===== src/rtl/ps2_pkg.sv =====
// Shared PS/2 definitions: host transmitter states, mouse command bytes
// and the odd-parity helper.
package ps2_pkg;

   typedef enum logic [2:0] {
      StIdle,
      StInhibit,
      StReq,
      StData,
      StParity,
      StStop,
      StAck,
      StWaitIdle
   } ps2_tx_state;

   localparam logic [7:0] PS2_CMD_RESET  = 8'hFF;
   localparam logic [7:0] PS2_CMD_ENABLE = 8'hF4;
   localparam logic [7:0] PS2_ACK_BYTE   = 8'hFA;

   function automatic logic odd_parity(input logic [7:0] b);
      return ~^b;
   endfunction

endpackage


===== src/rtl/ps2_line_sync.sv =====
// Two-flop synchronizers for the raw PS/2 clock and data lines, with
// falling-edge detect one cycle after the synchronized level.
module ps2_line_sync (
   input  logic Clk,
   input  logic Reset,
   input  logic ps2_clk_in,
   input  logic ps2_dat_in,
   output logic sync_clk,
   output logic sync_dat,
   output logic clk_fall,
   output logic dat_fall
);

   logic [1:0] clk_sync_q;
   logic [1:0] dat_sync_q;
   logic       clk_prev_q;
   logic       dat_prev_q;

   // Idle bus level is high, so reset to 1 to avoid a spurious fall.
   always_ff @(posedge Clk or posedge Reset) begin
      if (Reset) begin
         clk_sync_q <= 2'b11;
         dat_sync_q <= 2'b11;
         clk_prev_q <= 1'b1;
         dat_prev_q <= 1'b1;
      end else begin
         clk_sync_q <= {clk_sync_q[0], ps2_clk_in};
         dat_sync_q <= {dat_sync_q[0], ps2_dat_in};
         clk_prev_q <= clk_sync_q[1];
         dat_prev_q <= dat_sync_q[1];
      end
   end

   assign sync_clk = clk_sync_q[1];
   assign sync_dat = dat_sync_q[1];
   assign clk_fall = clk_prev_q & ~clk_sync_q[1];
   assign dat_fall = dat_prev_q & ~dat_sync_q[1];

endmodule


===== src/rtl/ps2_host_tx.sv =====
// Host-to-device PS/2 byte transmitter: inhibit, request-to-send, clock out
// data/parity/stop on device clock falls, then check the device ack.
module ps2_host_tx
   import ps2_pkg::*;
#(
   parameter int unsigned INHIBIT_CYCLES = 5000,
   parameter int unsigned REQ_CYCLES     = 100,
   parameter int unsigned TIMEOUT_CYCLES = 750000
) (
   input  logic       Clk,
   input  logic       Reset,
   input  logic [7:0] tx_data,
   input  logic       tx_start,
   output logic       tx_busy,
   output logic       tx_done,
   output logic       tx_error,
   input  logic       ps2_clk_in,
   input  logic       ps2_dat_in,
   output logic       ps2_clk_oe,
   output logic       ps2_dat_oe
);

   localparam int unsigned PhaseMax =
      (INHIBIT_CYCLES > REQ_CYCLES) ? INHIBIT_CYCLES : REQ_CYCLES;
   localparam int unsigned PhaseW   = $clog2(PhaseMax + 1);
   localparam int unsigned TimeoutW = $clog2(TIMEOUT_CYCLES + 1);

   localparam logic [PhaseW-1:0]   InhibitLast = PhaseW'(INHIBIT_CYCLES - 1);
   localparam logic [PhaseW-1:0]   ReqLast     = PhaseW'(REQ_CYCLES - 1);
   localparam logic [TimeoutW-1:0] TimeoutLast = TimeoutW'(TIMEOUT_CYCLES - 1);

   logic sync_clk, sync_dat, clk_fall, dat_fall_unused;

   ps2_line_sync u_line_sync (
      .Clk        (Clk),
      .Reset      (Reset),
      .ps2_clk_in (ps2_clk_in),
      .ps2_dat_in (ps2_dat_in),
      .sync_clk   (sync_clk),
      .sync_dat   (sync_dat),
      .clk_fall   (clk_fall),
      .dat_fall   (dat_fall_unused)
   );

   ps2_tx_state         state_q, state_d;
   logic [PhaseW-1:0]   phase_q, phase_d;
   logic [TimeoutW-1:0] tocnt_q, tocnt_d;
   logic [7:0]          shreg_q, shreg_d;
   logic [2:0]          bitcnt_q, bitcnt_d;
   logic                par_q, par_d;
   logic                ack_ok_q, ack_ok_d;
   logic                dat_oe_q, dat_oe_d;
   logic                done_q, done_d;
   logic                error_q, error_d;
   logic                timed;

   always_ff @(posedge Clk or posedge Reset) begin
      if (Reset) begin
         state_q  <= StIdle;
         phase_q  <= '0;
         tocnt_q  <= '0;
         shreg_q  <= '0;
         bitcnt_q <= '0;
         par_q    <= 1'b0;
         ack_ok_q <= 1'b0;
         dat_oe_q <= 1'b0;
         done_q   <= 1'b0;
         error_q  <= 1'b0;
      end else begin
         state_q  <= state_d;
         phase_q  <= phase_d;
         tocnt_q  <= tocnt_d;
         shreg_q  <= shreg_d;
         bitcnt_q <= bitcnt_d;
         par_q    <= par_d;
         ack_ok_q <= ack_ok_d;
         dat_oe_q <= dat_oe_d;
         done_q   <= done_d;
         error_q  <= error_d;
      end
   end

   always_comb begin
      state_d  = state_q;
      phase_d  = phase_q;
      shreg_d  = shreg_q;
      bitcnt_d = bitcnt_q;
      par_d    = par_q;
      ack_ok_d = ack_ok_q;
      dat_oe_d = dat_oe_q;
      done_d   = 1'b0;
      error_d  = 1'b0;
      tocnt_d  = (tocnt_q < TimeoutLast) ? tocnt_q + 1'b1 : tocnt_q;
      timed    = 1'b0;

      unique case (state_q)
         StIdle: begin
            tocnt_d = '0;
            phase_d = '0;
            // Completion cycle still reads as idle; a start there is dropped.
            if (tx_start && !done_q && !error_q) begin
               shreg_d = tx_data;
               par_d   = odd_parity(tx_data);
               state_d = StInhibit;
            end
         end
         StInhibit: begin
            if (phase_q == InhibitLast) begin
               phase_d  = '0;
               dat_oe_d = 1'b1;
               state_d  = StReq;
            end else begin
               phase_d = phase_q + 1'b1;
            end
         end
         StReq: begin
            if (phase_q == ReqLast) begin
               phase_d  = '0;
               bitcnt_d = '0;
               tocnt_d  = '0;
               state_d  = StData;
            end else begin
               phase_d = phase_q + 1'b1;
            end
         end
         StData: begin
            timed = 1'b1;
            if (clk_fall) begin
               dat_oe_d = ~shreg_q[0];
               shreg_d  = shreg_q >> 1;
               bitcnt_d = bitcnt_q + 1'b1;
               tocnt_d  = '0;
               if (bitcnt_q == 3'd7) state_d = StParity;
            end
         end
         StParity: begin
            timed = 1'b1;
            if (clk_fall) begin
               dat_oe_d = ~par_q;
               tocnt_d  = '0;
               state_d  = StStop;
            end
         end
         StStop: begin
            timed = 1'b1;
            if (clk_fall) begin
               dat_oe_d = 1'b0;
               tocnt_d  = '0;
               state_d  = StAck;
            end
         end
         StAck: begin
            timed = 1'b1;
            if (clk_fall) begin
               ack_ok_d = ~sync_dat;
               tocnt_d  = '0;
               state_d  = StWaitIdle;
            end
         end
         StWaitIdle: begin
            timed = 1'b1;
            if (sync_clk && sync_dat) begin
               done_d  = ack_ok_q;
               error_d = ~ack_ok_q;
               state_d = StIdle;
            end
         end
         default: state_d = StIdle;
      endcase

      // Completion wins over a coincident timeout.
      if (timed && (tocnt_q == TimeoutLast) && (state_d != StIdle)) begin
         state_d  = StIdle;
         dat_oe_d = 1'b0;
         done_d   = 1'b0;
         error_d  = 1'b1;
      end
   end

   assign tx_busy    = (state_q != StIdle);
   assign ps2_clk_oe = (state_q == StInhibit) || (state_q == StReq);
   assign ps2_dat_oe = dat_oe_q;
   assign tx_done    = done_q;
   assign tx_error   = error_q;

endmodule


===== config.mk =====
export PLATFORM = sky130hd
export DESIGN_NAME = ps2_host_tx
export DESIGN_NICKNAME = d
export VERILOG_FILES = /design/src/rtl/ps2_pkg.sv /design/src/rtl/ps2_line_sync.sv /design/src/rtl/ps2_host_tx.sv
export SDC_FILE = /design/constraint.sdc
export NUM_CORES = 1
export LEC_CHECK = 0
export CAP_MARGIN = 10
export CORE_MARGIN = 1.5
export CORE_UTILIZATION = 30
export CTS_CLUSTER_DIAMETER = 40
export DETAILED_ROUTE_END_ITERATION = 16
export GPL_TIMING_DRIVEN = 1
export PLACE_DENSITY_LB_ADDON = 0.25
export SETUP_SLACK_MARGIN = 0.05
export SLEW_MARGIN = 20
export SYNTH_ARGS = -nofsm -noshare
export SYNTH_HDL_FRONTEND = slang
export SYNTH_HIERARCHICAL = 1
export SYNTH_SLANG_ARGS = --single-unit

===== constraint.sdc =====
create_clock -name Clk -period 3.3 [get_ports Clk]
set_input_delay 0.66 -clock Clk [delete_from_list [all_inputs] [get_ports Clk]]
set_output_delay 0.66 -clock Clk [all_outputs]
set_load 0.01 [all_outputs]

==> impl_metrics.sql <==
INSERT INTO impl_metrics (metric_group, metric, value, unit) VALUES
('outcome', 'status', 'complete, no violations', ''),
('worst_setup_path', 'critPathArrivalTime', '1.92', 'ns'),
('grt', 'globalRouteMet3Util', '4.12', '%'),
('detailed_routing', 'drt-wirelength-per-cell', '13.0', 'um'),
('min_path', 'worst_hold_path.num_cells', '0', ''),
('timing', 'fmax', '388', 'MHz'),
('worst_setup_path', 'timing.critical_path.from_type', 'flop', ''),
('detailed_routing', 'number_of_drc_markers_after_the_initial_detailed_route_iteration', '62', ''),
('final_layout', 'drive_gt1_share', '13.7', '%'),
('detailed_routing', 'vias_per_cell', '4.94', ''),
('cts', 'htree_levels', '3', ''),
('detailed_routing', 'number_of_nets_with_antenna_violations_after_routing', '0', ''),
('timing', 'final-max-slew-violation-count', '0', ''),
('timing', 'count_of_final_setup_violators', '0', ''),
('grt', 'grt_use_met2', '20.5', '%'),
('grt', 'use_met1', '16.2', '%'),
('cts', 'cts_resized', '0', ''),
('cts', 'cts_made_buffers', '9', ''),
('worst_setup_path', 'crit_path_top_delay_cell', 'dfrtp_1', ''),
('worst_setup_path', 'cp_top_family', 'flip-flops', ''),
('placement', 'io_buffers', '17', ''),
('detailed_routing', 'number_of_remaining_drc_errors', '0', ''),
('grt', 'gr-max-usage-layer', 'met2', ''),
('grt', 'number_of_antenna_violations_at_the_first_check_in_global_routing', '0', ''),
('detailed_routing', '1st_pass_router_iterations', '4', ''),
('die', 'placementRows', '37', ''),
('die', 'die-area', '11000', 'um2'),
('cts', 'clock_insertion_delay_worst_skew', '0.33', 'ns'),
('pwr', 'cellPowerDensity', '392', 'nW/um2'),
('cts', 'tritoncts', 'done', ''),
('grt', 'number_of_global_route_vias_before_repair', '2459', ''),
('placement', 'place.detailed.hpwl', '4.49', 'mm'),
('job', 'max-cap-violations', '0', ''),
('worst_setup_path', 'timing.critical_path.cells', 'or3_1, clkdlybuf4s50_1', ''),
('cts', 'clock_tree_sinks', '57', ''),
('yosys', 'yosys_warnings', '6', ''),
('grt', 'largest_net_degree_at_the_start_of_global_routing', '21', ''),
('worst_setup_path', 'required', '2.64', 'ns'),
('pwr', 'power.total', '0.00143', 'W'),
('die', 'floorplan.die.height', '105', 'um'),
('final_layout', 'area.growth.synth_to_final', '16.5', '%'),
('die', 'num_io_pins', '18', ''),
('worst_setup_path', 'crit_cells', '2', ''),
('grt', 'wire_length_of_the_first_global_routing_pass', '11.4', 'mm'),
('timing', 'finalCritPeriodShare', '78.1', '%'),
('timing', 'grt_setup_unrepaired', 'no', ''),
('yosys', 'syn_area_per_cell', '9.62', 'um2'),
('final_layout', 'nets', '363', ''),
('timing', 'tns', '0', 'ns'),
('min_path', 'hold_path_class', 'reg2reg', ''),
('detailed_routing', 'route.final.wire_length', '6.33', 'mm'),
('cts', 'post_cts.repair.setup_buffers', '0', ''),
('timing', 'post-route-min-period', '2.58', 'ns'),
('die', 'initial_core_utilization', '30.6', '%'),
('yosys', 'syn_area', '3120', 'um2'),
('worst_setup_path', 'worst_path_largest_cell_delay', '0.58', 'ns'),
('final_layout', 'antenna_fix_cells', '0', ''),
('timing', 'worst_clock_skew', '0.0100', 'ns'),
('die', 'core', '10200', 'um2'),
('yosys', 'syn-num-nets', '341', ''),
('worst_setup_path', 'worstSetupPathType', 'reg2out', ''),
('worst_setup_path', 'reg2regPathDepth', '4', ''),
('worst_setup_path', 'critical_path.max_fanout', '17', ''),
('pwr', 'vdd_drop_max', '213', 'uV'),
('detailed_routing', 'via_count', '2401', ''),
('timing', 'report.final.hold_viol_count', '0', ''),
('grt', 'grt_overflow', '0', ''),
('cts', 'worst_setup_hold_path_clk_slew', '0.06', 'ns'),
('timing', 'worstMarginPinSlew', '0.796', 'ns'),
('grt', 'grt_util_all_layers', '12.8', '%'),
('worst_setup_path', 'critPathCaptureType', 'primary output', ''),
('die', 'fp.dieW', '105', 'um'),
('placement', 'place.gp.congestion', '0.778', ''),
('cts', 'deepest_clock_path_buffer_count', '2', ''),
('yosys', 'syn_inst', '324', ''),
('timing', 'worst_slew_margin_rel', '46.7', '%'),
('cts', 'cts_hold_repair.buffers', '0', ''),
('cts', 'ctsRootBufferMaster', 'clkbuf_8', ''),
('worst_setup_path', 'worst_path_bufs_invs', '1', ''),
('pwr', 'cellLeakagePower', '1.44', 'nW');
[sequential cells by signal (all words and copies together) (netlist names)]
| register | cells |
|---|---|
| ack_ok_q | 1 |
| u_line_sync/dat_sync_q | 2 |
| phase_q | 13 |
| shreg_q | 8 |
| ps2_dat_oe | 1 |
| u_line_sync/clk_sync_q | 2 |
| tocnt_q | 20 |
| tx_error | 1 |
| tx_done | 1 |
| state_q | 3 |
| bitcnt_q | 3 |
| par_q | 1 |
| u_line_sync/clk_prev_q | 1 |
[layout make-up]
| cell class | count | area [um2] |
|---|---|---|
| Tap cell | 136 | 170 |
| Inverter | 8 | 30.0 |
| Sequential cell | 57 | 1430 |
| Timing Repair Buffer | 22 | 208 |
| Fill cell | 1054 | 6550 |
| Multi-Input combinational cell | 248 | 1600 |
| Clock buffer | 12 | 155 |
| Clock inverter | 3 | 40.0 |
[cells in the final DEF (no fill, tap or decap), types with 3 or more instances in the layout]
| cell type | n |
|---|---|
| inv_1 | 7 |
| or3_1 | 20 |
| and3_1 | 5 |
| ha_1 | 4 |
| clkdlybuf4s50_1 | 17 |
| nor4_1 | 4 |
| nand2_1 | 29 |
| nand4_1 | 9 |
| nor3_1 | 7 |
| or2_2 | 4 |
| nand4b_1 | 3 |
| clkbuf_8 | 11 |
| nand3_1 | 12 |
| o21ai_0 | 26 |
| mux2i_1 | 9 |
| xnor2_1 | 14 |
| and2_1 | 3 |
| xor2_1 | 4 |
| dfrtp_1 | 52 |
| buf_4 | 5 |
| a21oi_1 | 32 |
| o21ai_1 | 4 |
| nor2_1 | 17 |
| nor2_2 | 7 |
| dfstp_2 | 5 |
[metrics by stage]
stage	cell area, um2	setup slack (ns)	hold slack, ns	util, %	cells
finish	3630	0.723	0.355	35.7	486
global route	3630	0.640	0.362	35.7	486
CTS	3630	0.703	0.356	35.7	486
detailed placement	3440	0.871	0.348	33.7	471
global placement	3440	0.912	0.346	33.7	471
floorplan	3120	1.33	0.345	-	324
[worst reg2reg max path, delay by kind of cell (launching register included)]
family / cells / cell delay [ns]
AOI/OAI and AO/OA: 2 / 1.09
and+or+nand+nor: 2 / 0.73
DFF: 1 / 0.44
[worst paths after layout]
path / startpoint / to / slack [ns]
worst max register to register: phase_q[3] / tocnt_q[0] / 0.89
worst min-delay path: u_line_sync/dat_sync_q[0] / u_line_sync/dat_sync_q[1] / 0.35
max in group asynchronous: Reset / tocnt_q[16] / 2.07
min in group asynchronous: Reset / phase_q[12] / 0.64
worst max-delay path: state_q[1] / tx_busy / 0.72
worst min register to register: u_line_sync/dat_sync_q[0] / u_line_sync/dat_sync_q[1] / 0.35
[routing by layer]
metal	routed length, um	vias to the layer above
li1	-	1222
met5	0	-
met4	38	0
met1	3050	1155
met3	130	2
met2	3110	22
[where the power goes]
group          internal (W)  switching (W)
clock              0.000383       0.000262
combinational     0.0000310      0.0000301
sequential         0.000712     0.00000675
total               0.00113       0.000299
(Power assumes the default switching activity.)
